[src/rtl/regfile_writeback_if.sv]
// Interface bundling the ALU, LSU, register-file write and bypass signals
// of the write-back arbiter. The slave modport is the arbiter side. The master
// modport is the pipeline/register-file side.
interface regfile_writeback_if #(
  parameter int FIFO_DEPTH = 4
) ();
  localparam int CNT_W = $clog2(FIFO_DEPTH) + 1;

  logic              alu_valid;
  logic [4:0]        alu_addr;
  logic [31:0]       alu_data;
  logic              alu_stall;

  logic              lsu_valid;
  logic              lsu_ready;
  logic [4:0]        lsu_addr;
  logic [31:0]       lsu_data;

  logic              reg_write_enable;
  logic [4:0]        reg_write_addr;
  logic [31:0]       reg_write_data;
  logic [CNT_W-1:0]  fifo_count;

  logic [4:0]        byp_addr1;
  logic [4:0]        byp_addr2;
  logic              byp_hit1;
  logic              byp_hit2;
  logic [31:0]       byp_data1;
  logic [31:0]       byp_data2;

  modport master (
    output alu_valid, alu_addr, alu_data,
    output lsu_valid, lsu_addr, lsu_data,
    output byp_addr1, byp_addr2,
    input  alu_stall, lsu_ready,
    input  reg_write_enable, reg_write_addr, reg_write_data, fifo_count,
    input  byp_hit1, byp_hit2, byp_data1, byp_data2
  );

  modport slave (
    input  alu_valid, alu_addr, alu_data,
    input  lsu_valid, lsu_addr, lsu_data,
    input  byp_addr1, byp_addr2,
    output alu_stall, lsu_ready,
    output reg_write_enable, reg_write_addr, reg_write_data, fifo_count,
    output byp_hit1, byp_hit2, byp_data1, byp_data2
  );
endinterface

[src/rtl/regfile_writeback.sv]
// Write-back arbiter: the only driver of the register file write port.
// Merges single-cycle ALU results with buffered LSU results. Writes to $0
// are dropped. A starvation counter raises alu_stall so that a continuous
// ALU stream cannot block the LSU FIFO head forever.
// Optional feature macro: WB_BYPASS_EN (combinational write-cycle bypass).
module regfile_writeback #(
  parameter int FIFO_DEPTH   = 4,
  parameter int STARVE_LIMIT = 8
) (
  input  logic               clk,
  input  logic               rst,
  regfile_writeback_if.slave bus
);
  localparam int DATA_W = 32;
  localparam int ADDR_W = 5;
  localparam int PTR_W  = $clog2(FIFO_DEPTH);
  localparam int CNT_W  = PTR_W + 1;

  // LSU buffer storage (data only, never reset) and its control state
  logic [ADDR_W-1:0] r_fifo_addr [FIFO_DEPTH];
  logic [DATA_W-1:0] r_fifo_data [FIFO_DEPTH];
  logic [PTR_W-1:0]  r_wr_ptr;
  logic [PTR_W-1:0]  r_rd_ptr;
  logic [CNT_W-1:0]  r_count;
  logic [7:0]        r_starve_cnt;
  logic              r_alu_stall;

  // Output stage registers
  logic              r_wr_vld_p1;
  logic [ADDR_W-1:0] r_wr_addr_p1;
  logic [DATA_W-1:0] r_wr_data_p1;

  logic w_fifo_empty;
  logic w_lsu_ready;
  logic w_push;
  logic w_alu_ok;
  logic w_stall_pop;
  logic w_pop;
  logic w_hit1;
  logic w_hit2;

  // Stage p0: selection. Readiness looks only at the registered count, so a
  // pop from a full FIFO never admits a push in the same cycle.
  assign w_fifo_empty = (r_count == '0);
  assign w_lsu_ready  = !rst && (r_count < CNT_W'(FIFO_DEPTH));
  assign w_push       = bus.lsu_valid && w_lsu_ready && (bus.lsu_addr != '0);
  assign w_alu_ok     = bus.alu_valid && (bus.alu_addr != '0);
  assign w_stall_pop  = r_alu_stall && !w_fifo_empty;
  assign w_pop        = w_stall_pop || (!w_alu_ok && !w_fifo_empty);

  // Store accepted LSU results at the write pointer
  always_ff @(posedge clk) begin
    if (w_push) begin
      r_fifo_addr[r_wr_ptr] <= bus.lsu_addr;
      r_fifo_data[r_wr_ptr] <= bus.lsu_data;
    end
  end

  // FIFO pointers and occupancy; pointers wrap naturally at a power-of-two depth
  always_ff @(posedge clk) begin
    if (rst) begin
      r_wr_ptr <= '0;
      r_rd_ptr <= '0;
      r_count  <= '0;
    end else begin
      if (w_push) r_wr_ptr <= r_wr_ptr + 1'b1;
      if (w_pop)  r_rd_ptr <= r_rd_ptr + 1'b1;
      case ({w_push, w_pop})
        2'b10:   r_count <= r_count + 1'b1;
        2'b01:   r_count <= r_count - 1'b1;
        default: r_count <= r_count;
      endcase
    end
  end

  // Starvation guard: count waiting cycles of a non-empty, unserved FIFO head
  // and issue a one-cycle alu_stall once the limit is reached
  always_ff @(posedge clk) begin
    if (rst) begin
      r_starve_cnt <= '0;
      r_alu_stall  <= 1'b0;
    end else begin
      r_alu_stall <= (r_starve_cnt == 8'(STARVE_LIMIT));
      if (w_pop || w_fifo_empty || (r_starve_cnt == 8'(STARVE_LIMIT)))
        r_starve_cnt <= '0;
      else
        r_starve_cnt <= r_starve_cnt + 1'b1;
    end
  end

  // Stage p1: output register, loads the selected write or goes idle
  always_ff @(posedge clk) begin
    if (rst) begin
      r_wr_vld_p1  <= 1'b0;
      r_wr_addr_p1 <= '0;
      r_wr_data_p1 <= '0;
    end else if (w_pop) begin
      r_wr_vld_p1  <= 1'b1;
      r_wr_addr_p1 <= r_fifo_addr[r_rd_ptr];
      r_wr_data_p1 <= r_fifo_data[r_rd_ptr];
    end else if (w_alu_ok) begin
      r_wr_vld_p1  <= 1'b1;
      r_wr_addr_p1 <= bus.alu_addr;
      r_wr_data_p1 <= bus.alu_data;
    end else begin
      r_wr_vld_p1  <= 1'b0;
      r_wr_addr_p1 <= '0;
      r_wr_data_p1 <= '0;
    end
  end

  assign bus.reg_write_enable = r_wr_vld_p1;
  assign bus.reg_write_addr   = r_wr_addr_p1;
  assign bus.reg_write_data   = r_wr_data_p1;
  assign bus.lsu_ready        = w_lsu_ready;
  assign bus.alu_stall        = r_alu_stall;
  assign bus.fifo_count       = r_count;

`ifdef WB_BYPASS_EN
  // Forward the write in flight so a same-cycle register read sees it
  assign w_hit1 = r_wr_vld_p1 && (r_wr_addr_p1 == bus.byp_addr1);
  assign w_hit2 = r_wr_vld_p1 && (r_wr_addr_p1 == bus.byp_addr2);
  assign bus.byp_data1 = w_hit1 ? r_wr_data_p1 : '0;
  assign bus.byp_data2 = w_hit2 ? r_wr_data_p1 : '0;
`else
  logic w_unused_byp;
  assign w_unused_byp  = ^{bus.byp_addr1, bus.byp_addr2};
  assign w_hit1        = 1'b0;
  assign w_hit2        = 1'b0;
  assign bus.byp_data1 = '0;
  assign bus.byp_data2 = '0;
`endif
  assign bus.byp_hit1 = w_hit1;
  assign bus.byp_hit2 = w_hit2;

endmodule

[src/flat_wrapper.sv]
// flat-port wrapper written by rule: the top's interface ports become plain ports
module regfile_writeback_flat 
#(
  parameter int FIFO_DEPTH   = 4,
  parameter int STARVE_LIMIT = 8
)
  (clk, rst, bus_alu_valid, bus_alu_addr, bus_alu_data, bus_lsu_valid, bus_lsu_addr, bus_lsu_data, bus_byp_addr1, bus_byp_addr2, bus_alu_stall, bus_lsu_ready, bus_reg_write_enable, bus_reg_write_addr, bus_reg_write_data, bus_fifo_count, bus_byp_hit1, bus_byp_hit2, bus_byp_data1, bus_byp_data2);
  regfile_writeback_if #(.FIFO_DEPTH(FIFO_DEPTH)) bus_i ();
  input  logic clk;
  input  logic rst;
  input wire logic [$bits(bus_i.alu_valid)-1:0] bus_alu_valid;
  input wire logic [$bits(bus_i.alu_addr)-1:0] bus_alu_addr;
  input wire logic [$bits(bus_i.alu_data)-1:0] bus_alu_data;
  input wire logic [$bits(bus_i.lsu_valid)-1:0] bus_lsu_valid;
  input wire logic [$bits(bus_i.lsu_addr)-1:0] bus_lsu_addr;
  input wire logic [$bits(bus_i.lsu_data)-1:0] bus_lsu_data;
  input wire logic [$bits(bus_i.byp_addr1)-1:0] bus_byp_addr1;
  input wire logic [$bits(bus_i.byp_addr2)-1:0] bus_byp_addr2;
  output wire logic [$bits(bus_i.alu_stall)-1:0] bus_alu_stall;
  output wire logic [$bits(bus_i.lsu_ready)-1:0] bus_lsu_ready;
  output wire logic [$bits(bus_i.reg_write_enable)-1:0] bus_reg_write_enable;
  output wire logic [$bits(bus_i.reg_write_addr)-1:0] bus_reg_write_addr;
  output wire logic [$bits(bus_i.reg_write_data)-1:0] bus_reg_write_data;
  output wire logic [$bits(bus_i.fifo_count)-1:0] bus_fifo_count;
  output wire logic [$bits(bus_i.byp_hit1)-1:0] bus_byp_hit1;
  output wire logic [$bits(bus_i.byp_hit2)-1:0] bus_byp_hit2;
  output wire logic [$bits(bus_i.byp_data1)-1:0] bus_byp_data1;
  output wire logic [$bits(bus_i.byp_data2)-1:0] bus_byp_data2;
  assign bus_i.alu_valid = bus_alu_valid;
  assign bus_i.alu_addr = bus_alu_addr;
  assign bus_i.alu_data = bus_alu_data;
  assign bus_i.lsu_valid = bus_lsu_valid;
  assign bus_i.lsu_addr = bus_lsu_addr;
  assign bus_i.lsu_data = bus_lsu_data;
  assign bus_i.byp_addr1 = bus_byp_addr1;
  assign bus_i.byp_addr2 = bus_byp_addr2;
  assign bus_alu_stall = bus_i.alu_stall;
  assign bus_lsu_ready = bus_i.lsu_ready;
  assign bus_reg_write_enable = bus_i.reg_write_enable;
  assign bus_reg_write_addr = bus_i.reg_write_addr;
  assign bus_reg_write_data = bus_i.reg_write_data;
  assign bus_fifo_count = bus_i.fifo_count;
  assign bus_byp_hit1 = bus_i.byp_hit1;
  assign bus_byp_hit2 = bus_i.byp_hit2;
  assign bus_byp_data1 = bus_i.byp_data1;
  assign bus_byp_data2 = bus_i.byp_data2;
  regfile_writeback #(.FIFO_DEPTH(FIFO_DEPTH), .STARVE_LIMIT(STARVE_LIMIT)) u_core (.clk(clk), .rst(rst), .bus(bus_i));
endmodule
[config.mk]
export PLATFORM = sky130hd
export DESIGN_NAME = regfile_writeback_flat
export DESIGN_NICKNAME = d
export VERILOG_FILES = /design/src/rtl/regfile_writeback_if.sv /design/src/rtl/regfile_writeback.sv /design/src/flat_wrapper.sv
export SDC_FILE = /design/constraint.sdc
export NUM_CORES = 1
export LEC_CHECK = 0
export CAP_MARGIN = 20
export CORE_ASPECT_RATIO = 1.1
export CORE_MARGIN = 2
export CORE_UTILIZATION = 54
export DETAILED_ROUTE_END_ITERATION = 12
export PLACE_DENSITY_LB_ADDON = 0.15
export SLEW_MARGIN = 15
export SYNTH_ARGS = -nofsm -noshare
export SYNTH_HDL_FRONTEND = slang
export SYNTH_SLANG_ARGS = --single-unit
[constraint.sdc]
create_clock -name clk -period 4.3 [get_ports clk]
set_input_delay 0.645 -clock clk [delete_from_list [all_inputs] [get_ports clk]]
set_output_delay 0.645 -clock clk [all_outputs]
set_load 0.005 [all_outputs]
# == Word-level counts from Yosys, hierarchy flattened ==
# Memories as Yosys holds them, arrays and structs flattened. A register that Yosys moved wholly into a read port is not among the register bits.
# Cells that the tools add are included.
# word_totals
register_bits,54
wordCells,49
out_inout_bits,109
mem_count,2
ramBits,148
# classes
reduce_logical,17
n_addsub,5
n_mux,13
magnitude_cmp,1
n_eq_ne,3
# memory_table
memory,words,word_bits,rd,rd_ports_with_merged_regs,write_ports,line,text
u_core.r_fifo_data,4,32,1,1,1,regfile_writeback.sv:21,logic [DATA_W-1:0] r_fifo_data [FIFO_DEPTH];
u_core.r_fifo_addr,4,5,1,1,1,regfile_writeback.sv:20,logic [ADDR_W-1:0] r_fifo_addr [FIFO_DEPTH];
# ops
operator,count
$mux W32,2
$mux W5,2
$reduce_bool A5 Y1,2
$add A8 B1 Y8 const B,1
$eq A8 B4 Y1 const B,1
$mux W2,4
$logic_and A1 B1 Y1,6
$pmux W3 S2,1
$add A2 B1 Y2 const B,2
$mux W1,4
$add A3 B1 Y3 const B,1
$logic_not A1 Y1,3
$logic_not A3 Y1,1
$logic_or A1 B1 Y1,3
$lt A3 B3 Y1 const B,1
$sub A3 B1 Y3 const B,1
$eq A2 B1 Y1 const B,1
$eq A2 B2 Y1 const B,1
$reduce_bool A2 Y1,1
$reduce_or A2 Y1,1

# == Depth between registers and ports, before layout ==
# Gate-level depths: netlist of run 1.
# logic_depth
word_depth,8
ltp_mapped,10
mapped_depth_nobuf,9

# == Worst setup path after synthesis of run 1 ==
# No wires, ideal clock.
# synth_timing
path_type,in2reg
startpoint,input bus_lsu_addr[0]
endpoint,"register u_core.r_count[2], in the netlist u_core.bus.fifo_count[2]"
setup_slack_ns,1.593
n_path_buf,0
arrival_time_ns,2.636
stages,9
setup_time_ns,0.071
cell_sequence,or4_1 -> o211a_4 -> clkinv_2 -> ha_1 -> inv_1 -> fa_1 -> xor2_1 -> or3_1 -> a21oi_1
# synth_between
elab_chain_len,4
word_cells_on_any_way,6
cone_classes,2 x eq/ne; 1 x mux; 3 x reduce/logical
# synth_lines
item,line,text
"start, declared",flat_wrapper.sv:15,input wire logic [$bits(bus_i.lsu_addr)-1:0] bus_lsu_addr;
$reduce_bool A5 Y1 *,regfile_writeback.sv:46,assign w_push = bus.lsu_valid && w_lsu_ready && (bus.lsu_addr != '0);
$logic_and A1 B1 Y1 *,regfile_writeback.sv:46,
$eq A2 B1 Y1 or $eq A2 B2 Y1 (tied branches),regfile_writeback.sv:68,"case ({w_push, w_pop})"
$pmux W3 S2 or $reduce_bool A2 Y1 (tied branches),--,
"end signal, assigned",regfile_writeback.sv:69,2'b10: r_count <= r_count + 1'b1;
"end signal, assigned",regfile_writeback.sv:70,2'b01: r_count <= r_count - 1'b1;
"end signal, assigned",regfile_writeback.sv:71,default: r_count <= r_count;
"end, declared",regfile_writeback.sv:24,logic [CNT_W-1:0] r_count;
# Mark *: on every way between the ends. The rest lies on a longest branch, timed or not.
# A chain may end at the register's enable or synchronous reset.

# == Worst setup path after layout of run 1 ==
# Ends and elaborated chain as after synthesis.

==> results of run 1 <==
## kinds of logic after synthesis
logic type               after synthesis  share of synthesized area, %
AO/OA/AOI/OAI                         87                          6.86
XOR/XNOR                               9                         0.950
adder cells (fa/ha/maj)                8                          1.30
buffers and inverters                108                          8.75
flip-flops                           204                          67.1
multiplexers                          37                          10.0
other                                  1                        0.0452
AND/OR/NAND/NOR                       81                          4.99
## sequential cells by signal, summed over array words and instances (netlist names), named ones only
register,count
u_core.bus.alu_stall,1
u_core.bus.fifo_count,3
u_core.bus.reg_write_addr,5
u_core.bus.reg_write_data,32
u_core.bus.reg_write_enable,1
u_core.r_fifo_addr,20
u_core.r_fifo_data,128
u_core.r_rd_ptr,2
u_core.r_starve_cnt,8
u_core.r_wr_ptr,2
## layer usage
| layer | up-vias | GRT usage, % |
|---|---|---|
| met5 | - | 0 |
| met4 | 0 | 5.87 |
| met3 | 25 | 3.40 |
| met2 | 157 | 37.1 |
| met1 | 2368 | 26.9 |
| li1 | 2138 | - |
## cell type report
type	count	share of cell area, %
Sequential cell	204	55.5
Multi-Input combinational cell	288	22.7
Inverter	10	0.387
Clock buffer	33	6.30
Tap cell	196	2.45
Timing Repair Buffer	127	12.5
Antenna cell	1	0.0250
Clock inverter	3	0.150
## layout by cell type, fill, tap and decap left out, drive strengths merged, types with 3 or more instances in the layout
cell and n:
a21oi 42, xnor2 3, clkinv 4, o211ai 37
dfxtp 56, nor3 3, ha 7, xor2 6
nand2 4, conb 66, nand3 40, buf 8
clkdlybuf4s50 119, clkbuf 33, or3 3, inv 9
and2 5, nor2 19, edfxtp 148, mux4 37
## worst max-delay path, delay by kind of cell
kind,cells,cell delay (ns)
adder cells (fa/ha/maj),2,0.55
XOR/XNOR,1,0.15
AND/OR/NAND/NOR,2,0.88
AO/OA/AOI/OAI,2,0.41
buffers and inverters,3,0.60
## metrics by stage
stage / util, % / std cells
finish: 66.6 / 862
global route: 66.6 / 862
CTS: 66.6 / 861
detailed placement: 62.3 / 825
global placement: 62.3 / 825
floorplan: - / 600
## worst max-delay path by stage
stage | depth (start not counted) | slack, ns | to | from
after floorplan | 9 | 1.59 | u_core.bus.fifo_count[2] | bus_lsu_addr[0]
after global placement | 10 | 1.02 | u_core.bus.fifo_count[2] | bus_lsu_addr[0]
after detailed placement | 10 | 0.98 | u_core.bus.fifo_count[2] | bus_lsu_addr[0]
after CTS | 10 | 1.49 | u_core.bus.fifo_count[2] | bus_lsu_addr[0]
after global routing | 10 | 1.36 | u_core.bus.fifo_count[2] | bus_lsu_addr[0]
final | 10 | 1.47 | u_core.bus.fifo_count[2] | bus_lsu_addr[0]
## power groups by stage
| stage | clock network, uW | registers, uW | logic, uW |
|---|---|---|---|
| after floorplan | 0 | 2360 | 784 |
| after global placement | 0 | 2400 | 1110 |
| after detailed placement | 0 | 2410 | 1130 |
| after CTS | 1720 | 2370 | 1140 |
| after global routing | 1800 | 2390 | 1230 |
| final | 1690 | 2370 | 1130 |
==> flow_summary.html, run 1 <==
<table>
<tr><th>Metric</th><th>Value</th></tr>
<tr><th colspan="2">STA</th></tr>
<tr><td>Final-layout setup total negative slack</td><td>0 ns</td></tr>
<tr><td>Slew at the pin closest to its max-slew limit</td><td>1.06 ns</td></tr>
<tr><td>Hold Violations, Final</td><td>0</td></tr>
<tr><td>Hold Slack</td><td>0.478 ns</td></tr>
<tr><td>Count of final max-slew check failures</td><td>0</td></tr>
<tr><td>Maximum operating frequency</td><td>354 MHz</td></tr>
<tr><td>Worst slew margin relative to its limit</td><td>29.4%</td></tr>
<tr><td>Min Clock Period, post-route</td><td>2.83 ns</td></tr>
<tr><td>Clock Skews</td><td>0.00801 ns</td></tr>
<tr><td>Setup repair after global routing missed its margin</td><td>no</td></tr>
<tr><td>Endpoints failing setup</td><td>0</td></tr>
<tr><td>Crit path setup slack, layout</td><td>1.47 ns</td></tr>
<tr><td>Portion of the clock cycle consumed by the worst path in the final layout</td><td>65.8%</td></tr>
<tr><th colspan="2">Power</th></tr>
<tr><td>P per Cell Area</td><td>518 nW/um^2</td></tr>
<tr><td>Cell leakage power</td><td>0.00335 uW</td></tr>
<tr><td>Internal power summed over all cells</td><td>3800 uW</td></tr>
<tr><td>Switching power share of the total</td><td>26.8%</td></tr>
<tr><td>Switching power</td><td>1390 uW</td></tr>
<tr><td>Clock share of power</td><td>32.6%</td></tr>
<tr><td>Power share of the sequential group</td><td>45.6%</td></tr>
<tr><td>Overall Power</td><td>5190 uW</td></tr>
<tr><td>Worst voltage drop across the vdd grid</td><td>316 uV</td></tr>
<tr><td>Comb pwr share</td><td>21.8%</td></tr>
<tr><th colspan="2">Worst setup path</th></tr>
<tr><td>Slack of the worst reg-to-reg path</td><td>2.13 ns</td></tr>
<tr><td>Beginning of the worst register-to-register path</td><td>u_core.bus.alu_stall</td></tr>
<tr><td>Required arrival time at the worst endpoint</td><td>4.72 ns</td></tr>
<tr><td>CP startpoint kind</td><td>input port</td></tr>
<tr><td>Critical-path cell list</td><td>clkdlybuf4s50_1 -&gt; or4_1 -&gt; o211a_4 -&gt; clkinv_2 -&gt; ha_1 -&gt; inv_1 -&gt; fa_1 -&gt; xor2_1 -&gt; or3_1 -&gt; a21oi_1</td></tr>
<tr><td>Depth of the most critical reg-to-reg path</td><td>9</td></tr>
<tr><td>Worst endpoint data arrival time</td><td>3.24 ns</td></tr>
<tr><td>Worst r2r dst</td><td>u_core.bus.fifo_count[2]</td></tr>
<tr><td>CP max-delay cell</td><td>sky130_fd_sc_hd__or4_1</td></tr>
<tr><td>Crit path kind</td><td>input port to register</td></tr>
<tr><td>Biggest cell delay along the critical path</td><td>0.58 ns</td></tr>
<tr><td>Nature of the critical path endpoint</td><td>register</td></tr>
<tr><td>Maximum fanout along the worst path</td><td>7</td></tr>
<tr><th colspan="2">Worst hold path</th></tr>
<tr><td>Worst hold stages</td><td>1</td></tr>
<tr><td>Hold EP</td><td>u_core.r_starve_cnt[0]</td></tr>
<tr><td>Worst Min Path Start</td><td>u_core.r_starve_cnt[0]</td></tr>
<tr><td>Class of the most critical hold timing path</td><td>register to register</td></tr>
<tr><th colspan="2">Final layout</th></tr>
<tr><td>Ratio of cells with drive above 1 in the final layout</td><td>13.2%</td></tr>
<tr><td>Layout Area Growth over Synthesis</td><td>20.8%</td></tr>
<tr><td>Number of nets at the end of the flow</td><td>747</td></tr>
<tr><td>Register area</td><td>5570 um^2</td></tr>
<tr><td>Total non-filler cell area in the finished layout</td><td>10,000 um^2</td></tr>
<tr><td>Multi-input logic area</td><td>2280 um^2</td></tr>
<tr><td>Fillers</td><td>1,077</td></tr>
<tr><th colspan="2">Detailed routing</th></tr>
<tr><td>Detailed-route wire length</td><td>16.9 mm</td></tr>
<tr><td>Final antenna-violating net count</td><td>0</td></tr>
<tr><td>Vias after detailed routing</td><td>4,688</td></tr>
<tr><td>Final routed wire length divided by cell count</td><td>19.6 um</td></tr>
<tr><td>Length of routed met3 wiring</td><td>863 um</td></tr>
<tr><td>Detailed router's first-iteration violation count</td><td>326</td></tr>
<tr><td>Number of optimization iterations in the first detailed-route pass</td><td>5</td></tr>
<tr><td>Met2 wire len</td><td>8.82 mm</td></tr>
<tr><td>Met1 routed wirelength after detailed routing</td><td>6.83 mm</td></tr>
<tr><td>Uppermost layer routed</td><td>met4</td></tr>
<tr><td>Average vias per placed instance</td><td>5.44</td></tr>
<tr><td>Remaining design rule violation count</td><td>0</td></tr>
<tr><th colspan="2">Yosys</th></tr>
<tr><td>Ys async rst share</td><td>0%</td></tr>
<tr><td>Most used flip-flop cell after synthesis</td><td>sky130_fd_sc_hd__edfxtp_1</td></tr>
<tr><td>Number of flops mapped to enable cells by yosys</td><td>148</td></tr>
<tr><td>Area share of the largest cell type after synthesis</td><td>53.6%</td></tr>
<tr><td>Number of warnings reported in the yosys synthesis log</td><td>0</td></tr>
<tr><td>Sequential element share of the synthesized area</td><td>67.1%</td></tr>
<tr><td>Flop and latch count out of synthesis</td><td>204</td></tr>
<tr><td>Most frequent cell after synthesis</td><td>sky130_fd_sc_hd__edfxtp_1</td></tr>
<tr><td>Average cell area after synthesis</td><td>15.5 um^2</td></tr>
<tr><td>Unique cell type count in the Yosys netlist</td><td>40</td></tr>
<tr><td>Cell area after synthesis</td><td>8300 um^2</td></tr>
<tr><td>Most used standard cells in the synthesized netlist</td><td>148 x sky130_fd_sc_hd__edfxtp_1, 68 x sky130_fd_sc_hd__buf_4, 56 x sky130_fd_sc_hd__dfxtp_1, 41 x sky130_fd_sc_hd__a21oi_1, 40 x sky130_fd_sc_hd__nand3_1</td></tr>
<tr><td>Cell count after synthesis</td><td>535</td></tr>
<tr><td>Cell type with the largest total area after synthesis</td><td>sky130_fd_sc_hd__edfxtp_1</td></tr>
<tr><td>Dominant cells by area after synthesis</td><td>sky130_fd_sc_hd__edfxtp_1 54%, sky130_fd_sc_hd__dfxtp_1 14%, sky130_fd_sc_hd__mux4_2 10%</td></tr>
<tr><th colspan="2">CTS</th></tr>
<tr><td>Post-cts gate resize count</td><td>0</td></tr>
<tr><td>Count of H-tree levels built during CTS</td><td>1</td></tr>
<tr><td>Quantity of hold-fixing buffers added after cts</td><td>0</td></tr>
<tr><td>Number of CTS-inserted buffers</td><td>20</td></tr>
<tr><td>Clock insertion delay at the later pin of the skew report</td><td>0.48 ns</td></tr>
<tr><td>Buffer levels on the longest clock path</td><td>3</td></tr>
<tr><td>Clock Tree Root</td><td>sky130_fd_sc_hd__clkbuf_16</td></tr>
<tr><td>Clock Sink Count</td><td>204</td></tr>
<tr><td>Clock transition time at the flip-flop clock pins of the worst setup and hold paths</td><td>0.06 ns</td></tr>
<tr><td>Number of buffers inserted by post-CTS setup repair</td><td>0</td></tr>
<tr><td>Clock tree from TritonCTS</td><td>yes</td></tr>
<tr><th colspan="2">Placement</th></tr>
<tr><td>Detail Placement HPWL</td><td>9.91 mm</td></tr>
<tr><td>Global placement routability congestion</td><td>0.756</td></tr>
<tr><td>Port Buf Inserts</td><td>120</td></tr>
<tr><td>Cell area after placement</td><td>9380 um^2</td></tr>
<tr><td>Post-Place Worst Slack</td><td>0.985 ns</td></tr>
<tr><th colspan="2">Floorplanning</th></tr>
<tr><td>Initial Util</td><td>55.1%</td></tr>
<tr><td>Chip Width</td><td>122 um</td></tr>
<tr><td>Placeable core area</td><td>15,100 um^2</td></tr>
<tr><td>Area of the die</td><td>16,400 um^2</td></tr>
<tr><td>Count of standard-cell rows</td><td>47</td></tr>
<tr><td>Die height</td><td>134 um</td></tr>
<tr><td>I/O pin total</td><td>197</td></tr>
<tr><th colspan="2">Flow run</th></tr>
<tr><td>Number of max-capacitance violations reported</td><td>0</td></tr>
<tr><th colspan="2">GRT</th></tr>
<tr><td>Total routing usage reported by global routing</td><td>21.0%</td></tr>
<tr><td>Pin count of the biggest net entering global routing</td><td>50</td></tr>
<tr><td>Number of global-route vias before repair</td><td>4,929</td></tr>
<tr><td>Total congestion overflow after global routing</td><td>0</td></tr>
<tr><td>Global-route wire length before repair</td><td>26.1 mm</td></tr>
<tr><td>Number of antenna violations at the first check in global routing</td><td>1</td></tr>
<tr><th colspan="2">Run status</th></tr>
<tr><td>Run status</td><td>finished clean</td></tr>
</table>
(Power assumes the default switching activity.)
==> inputs of run 2 (changes only) <==
Settings changed: CORE_UTILIZATION 54 to 50.
Clock period 4.3 ns to 2.85 ns, I/O delays scaled along.
==> flow_summary.html, run 2 (synthesis results as in run 1) <==
<table>
<tr><th>Metric</th><th>Value</th></tr>
<tr><th colspan="2">STA</th></tr>
<tr><td>Crit path setup slack, layout</td><td>0.340 ns</td></tr>
<tr><td>Endpoints failing setup</td><td>0</td></tr>
<tr><td>Maximum operating frequency</td><td>398 MHz</td></tr>
<tr><td>Min Clock Period, post-route</td><td>2.51 ns</td></tr>
<tr><td>Clock Skews</td><td>0.0158 ns</td></tr>
<tr><td>Setup repair after global routing missed its margin</td><td>no</td></tr>
<tr><td>Slew at the pin closest to its max-slew limit</td><td>0.918 ns</td></tr>
<tr><td>Worst slew margin relative to its limit</td><td>38.8%</td></tr>
<tr><td>Count of final max-slew check failures</td><td>0</td></tr>
<tr><td>Portion of the clock cycle consumed by the worst path in the final layout</td><td>88.1%</td></tr>
<tr><td>Hold Violations, Final</td><td>0</td></tr>
<tr><th colspan="2">Detailed routing</th></tr>
<tr><td>Detailed-route wire length</td><td>17.4 mm</td></tr>
<tr><td>Vias after detailed routing</td><td>4,770</td></tr>
<tr><td>Final routed wire length divided by cell count</td><td>19.7 um</td></tr>
<tr><td>Final antenna-violating net count</td><td>0</td></tr>
<tr><td>Average vias per placed instance</td><td>5.39</td></tr>
<tr><td>Number of optimization iterations in the first detailed-route pass</td><td>4</td></tr>
<tr><td>Detailed router's first-iteration violation count</td><td>304</td></tr>
<tr><td>Remaining design rule violation count</td><td>0</td></tr>
<tr><th colspan="2">CTS</th></tr>
<tr><td>Clock transition time at the flip-flop clock pins of the worst setup and hold paths</td><td>0.06 ns</td></tr>
<tr><td>Post-cts gate resize count</td><td>0</td></tr>
<tr><td>Clock Tree Root</td><td>sky130_fd_sc_hd__clkbuf_16</td></tr>
<tr><td>Clock tree from TritonCTS</td><td>yes</td></tr>
<tr><td>Number of buffers inserted by post-CTS setup repair</td><td>0</td></tr>
<tr><td>Clock Sink Count</td><td>204</td></tr>
<tr><td>Quantity of hold-fixing buffers added after cts</td><td>0</td></tr>
<tr><td>Count of H-tree levels built during CTS</td><td>1</td></tr>
<tr><td>Number of CTS-inserted buffers</td><td>21</td></tr>
<tr><td>Clock insertion delay at the later pin of the skew report</td><td>0.49 ns</td></tr>
<tr><td>Buffer levels on the longest clock path</td><td>3</td></tr>
<tr><th colspan="2">Placement</th></tr>
<tr><td>Port Buf Inserts</td><td>120</td></tr>
<tr><td>Post-Place Worst Slack</td><td>-0.169 ns</td></tr>
<tr><td>Detail Placement HPWL</td><td>10.8 mm</td></tr>
<tr><td>Global placement routability congestion</td><td>0.708</td></tr>
<tr><th colspan="2">Worst setup path</th></tr>
<tr><td>Nature of the critical path endpoint</td><td>register</td></tr>
<tr><td>Beginning of the worst register-to-register path</td><td>u_core.bus.alu_stall</td></tr>
<tr><td>Crit path kind</td><td>input port to register</td></tr>
<tr><td>Slack of the worst reg-to-reg path</td><td>0.68 ns</td></tr>
<tr><td>Worst r2r dst</td><td>u_core.bus.fifo_count[2]</td></tr>
<tr><td>Worst endpoint data arrival time</td><td>2.93 ns</td></tr>
<tr><td>Required arrival time at the worst endpoint</td><td>3.27 ns</td></tr>
<tr><td>CP startpoint kind</td><td>input port</td></tr>
<tr><td>Maximum fanout along the worst path</td><td>2</td></tr>
<tr><td>Depth of the most critical reg-to-reg path</td><td>9</td></tr>
<tr><th colspan="2">Power</th></tr>
<tr><td>P per Cell Area</td><td>768 nW/um^2</td></tr>
<tr><td>Worst voltage drop across the vdd grid</td><td>560 uV</td></tr>
<tr><td>Overall Power</td><td>7800 uW</td></tr>
<tr><td>Cell leakage power</td><td>0.00342 uW</td></tr>
<tr><th colspan="2">GRT</th></tr>
<tr><td>Number of global-route vias before repair</td><td>4,912</td></tr>
<tr><td>Global-route wire length before repair</td><td>27.3 mm</td></tr>
<tr><td>Pin count of the biggest net entering global routing</td><td>50</td></tr>
<tr><td>Number of antenna violations at the first check in global routing</td><td>1</td></tr>
<tr><td>Total congestion overflow after global routing</td><td>0</td></tr>
<tr><td>Total routing usage reported by global routing</td><td>19.9%</td></tr>
<tr><th colspan="2">Final layout</th></tr>
<tr><td>Inserted Diodes</td><td>0</td></tr>
<tr><td>Ratio of cells with drive above 1 in the final layout</td><td>15.1%</td></tr>
<tr><td>Leading cell type in the layout, fill and taps excluded</td><td>sky130_fd_sc_hd__edfxtp_1</td></tr>
<tr><td>Flip-flop count of the largest register, all copies and words added</td><td>128</td></tr>
<tr><td>Commonest cells after routing, fill and taps aside</td><td>148 x sky130_fd_sc_hd__edfxtp_1, 119 x sky130_fd_sc_hd__clkdlybuf4s50_1, 66 x sky130_fd_sc_hd__conb_1</td></tr>
<tr><td>Largest register by flop count</td><td>u_core.r_fifo_data</td></tr>
<tr><td>Layout Area Growth over Synthesis</td><td>22.4%</td></tr>
<tr><td>Number of nets at the end of the flow</td><td>763</td></tr>
<tr><th colspan="2">Floorplanning</th></tr>
<tr><td>Area of the die</td><td>17,600 um^2</td></tr>
<tr><td>I/O pin total</td><td>197</td></tr>
<tr><td>Count of standard-cell rows</td><td>49</td></tr>
<tr><td>Initial Util</td><td>50.9%</td></tr>
<tr><td>Chip Width</td><td>127 um</td></tr>
<tr><td>Placeable core area</td><td>16,300 um^2</td></tr>
<tr><td>Die height</td><td>139 um</td></tr>
<tr><th colspan="2">Worst hold path</th></tr>
<tr><td>Class of the most critical hold timing path</td><td>register to register</td></tr>
<tr><td>Worst Min Path Start</td><td>u_core.r_starve_cnt[0]</td></tr>
<tr><td>Worst hold stages</td><td>1</td></tr>
<tr><td>Hold EP</td><td>u_core.r_starve_cnt[0]</td></tr>
<tr><th colspan="2">Flow run</th></tr>
<tr><td>Number of max-capacitance violations reported</td><td>0</td></tr>
<tr><th colspan="2">Run status</th></tr>
<tr><td>Run status</td><td>finished clean</td></tr>
</table>
run 2: critical path, stage by stage:
cell	delay, ns
sky130_fd_sc_hd__clkdlybuf4s50_1	0.41
sky130_fd_sc_hd__or4_1	0.58
sky130_fd_sc_hd__o211a_4	0.26
sky130_fd_sc_hd__clkinv_2	0.05
sky130_fd_sc_hd__ha_1	0.17
sky130_fd_sc_hd__inv_1	0.06
sky130_fd_sc_hd__fa_1	0.37
sky130_fd_sc_hd__xor2_1	0.16
sky130_fd_sc_hd__or3_1	0.30
sky130_fd_sc_hd__a21oi_1	0.14
run 2: per-stage QoR:
stage          cells  setup TNS (ns)  area, um^2  util, %  hold WS [ns]
2_1_floorplan    600               0        8540        -         0.437
3_3_place_gp     848          -0.118        9530     58.4         0.460
3_5_place_dp     848          -0.169        9530     58.4         0.469
4_1_cts          885               0       10200     62.3         0.483
5_1_grt          885               0       10200     62.3         0.510
6_report         885               0       10200     62.3         0.475
run 2: power breakdown:
group	internal [uW]	switching (uW)
clock network	1450	1040
registers	3410	127
logic	832	944
total	5690	2110
run 2: layout make-up:
cell class / count / area (um^2)
Timing Repair Buffer: 142 / 1390
Sequential cell: 204 / 5570
Clock inverter: 7 / 30.0
Inverter: 10 / 38.8
Clock buffer: 30 / 599
Fill cell: 1221 / 6150
Multi-Input combinational cell: 288 / 2280
Tap cell: 204 / 255
run 2: worst max-delay path by stage:
stage	start	to	slack, ns	depth (start not counted)
after global placement	bus_lsu_addr[0]	u_core.bus.fifo_count[2]	-0.12	10
after floorplan	bus_lsu_addr[0]	u_core.bus.fifo_count[2]	0.36	9
after global routing	bus_lsu_addr[0]	u_core.bus.fifo_count[2]	0.25	10
final	bus_lsu_addr[0]	u_core.bus.fifo_count[2]	0.34	10
after CTS	bus_lsu_addr[0]	u_core.bus.fifo_count[2]	0.34	10
after detailed placement	bus_lsu_addr[0]	u_core.bus.fifo_count[2]	-0.17	10
run 2: metal layers:
layer,wire [um],track usage (%),vias up,part of all wire (%)
li1,-,-,2169,-
met1,7050,25.1,2435,41
met2,9100,36.0,149,52
met3,1080,4.05,15,6.2
met4,157,3.41,2,0.90
met5,11,0,-,0.063
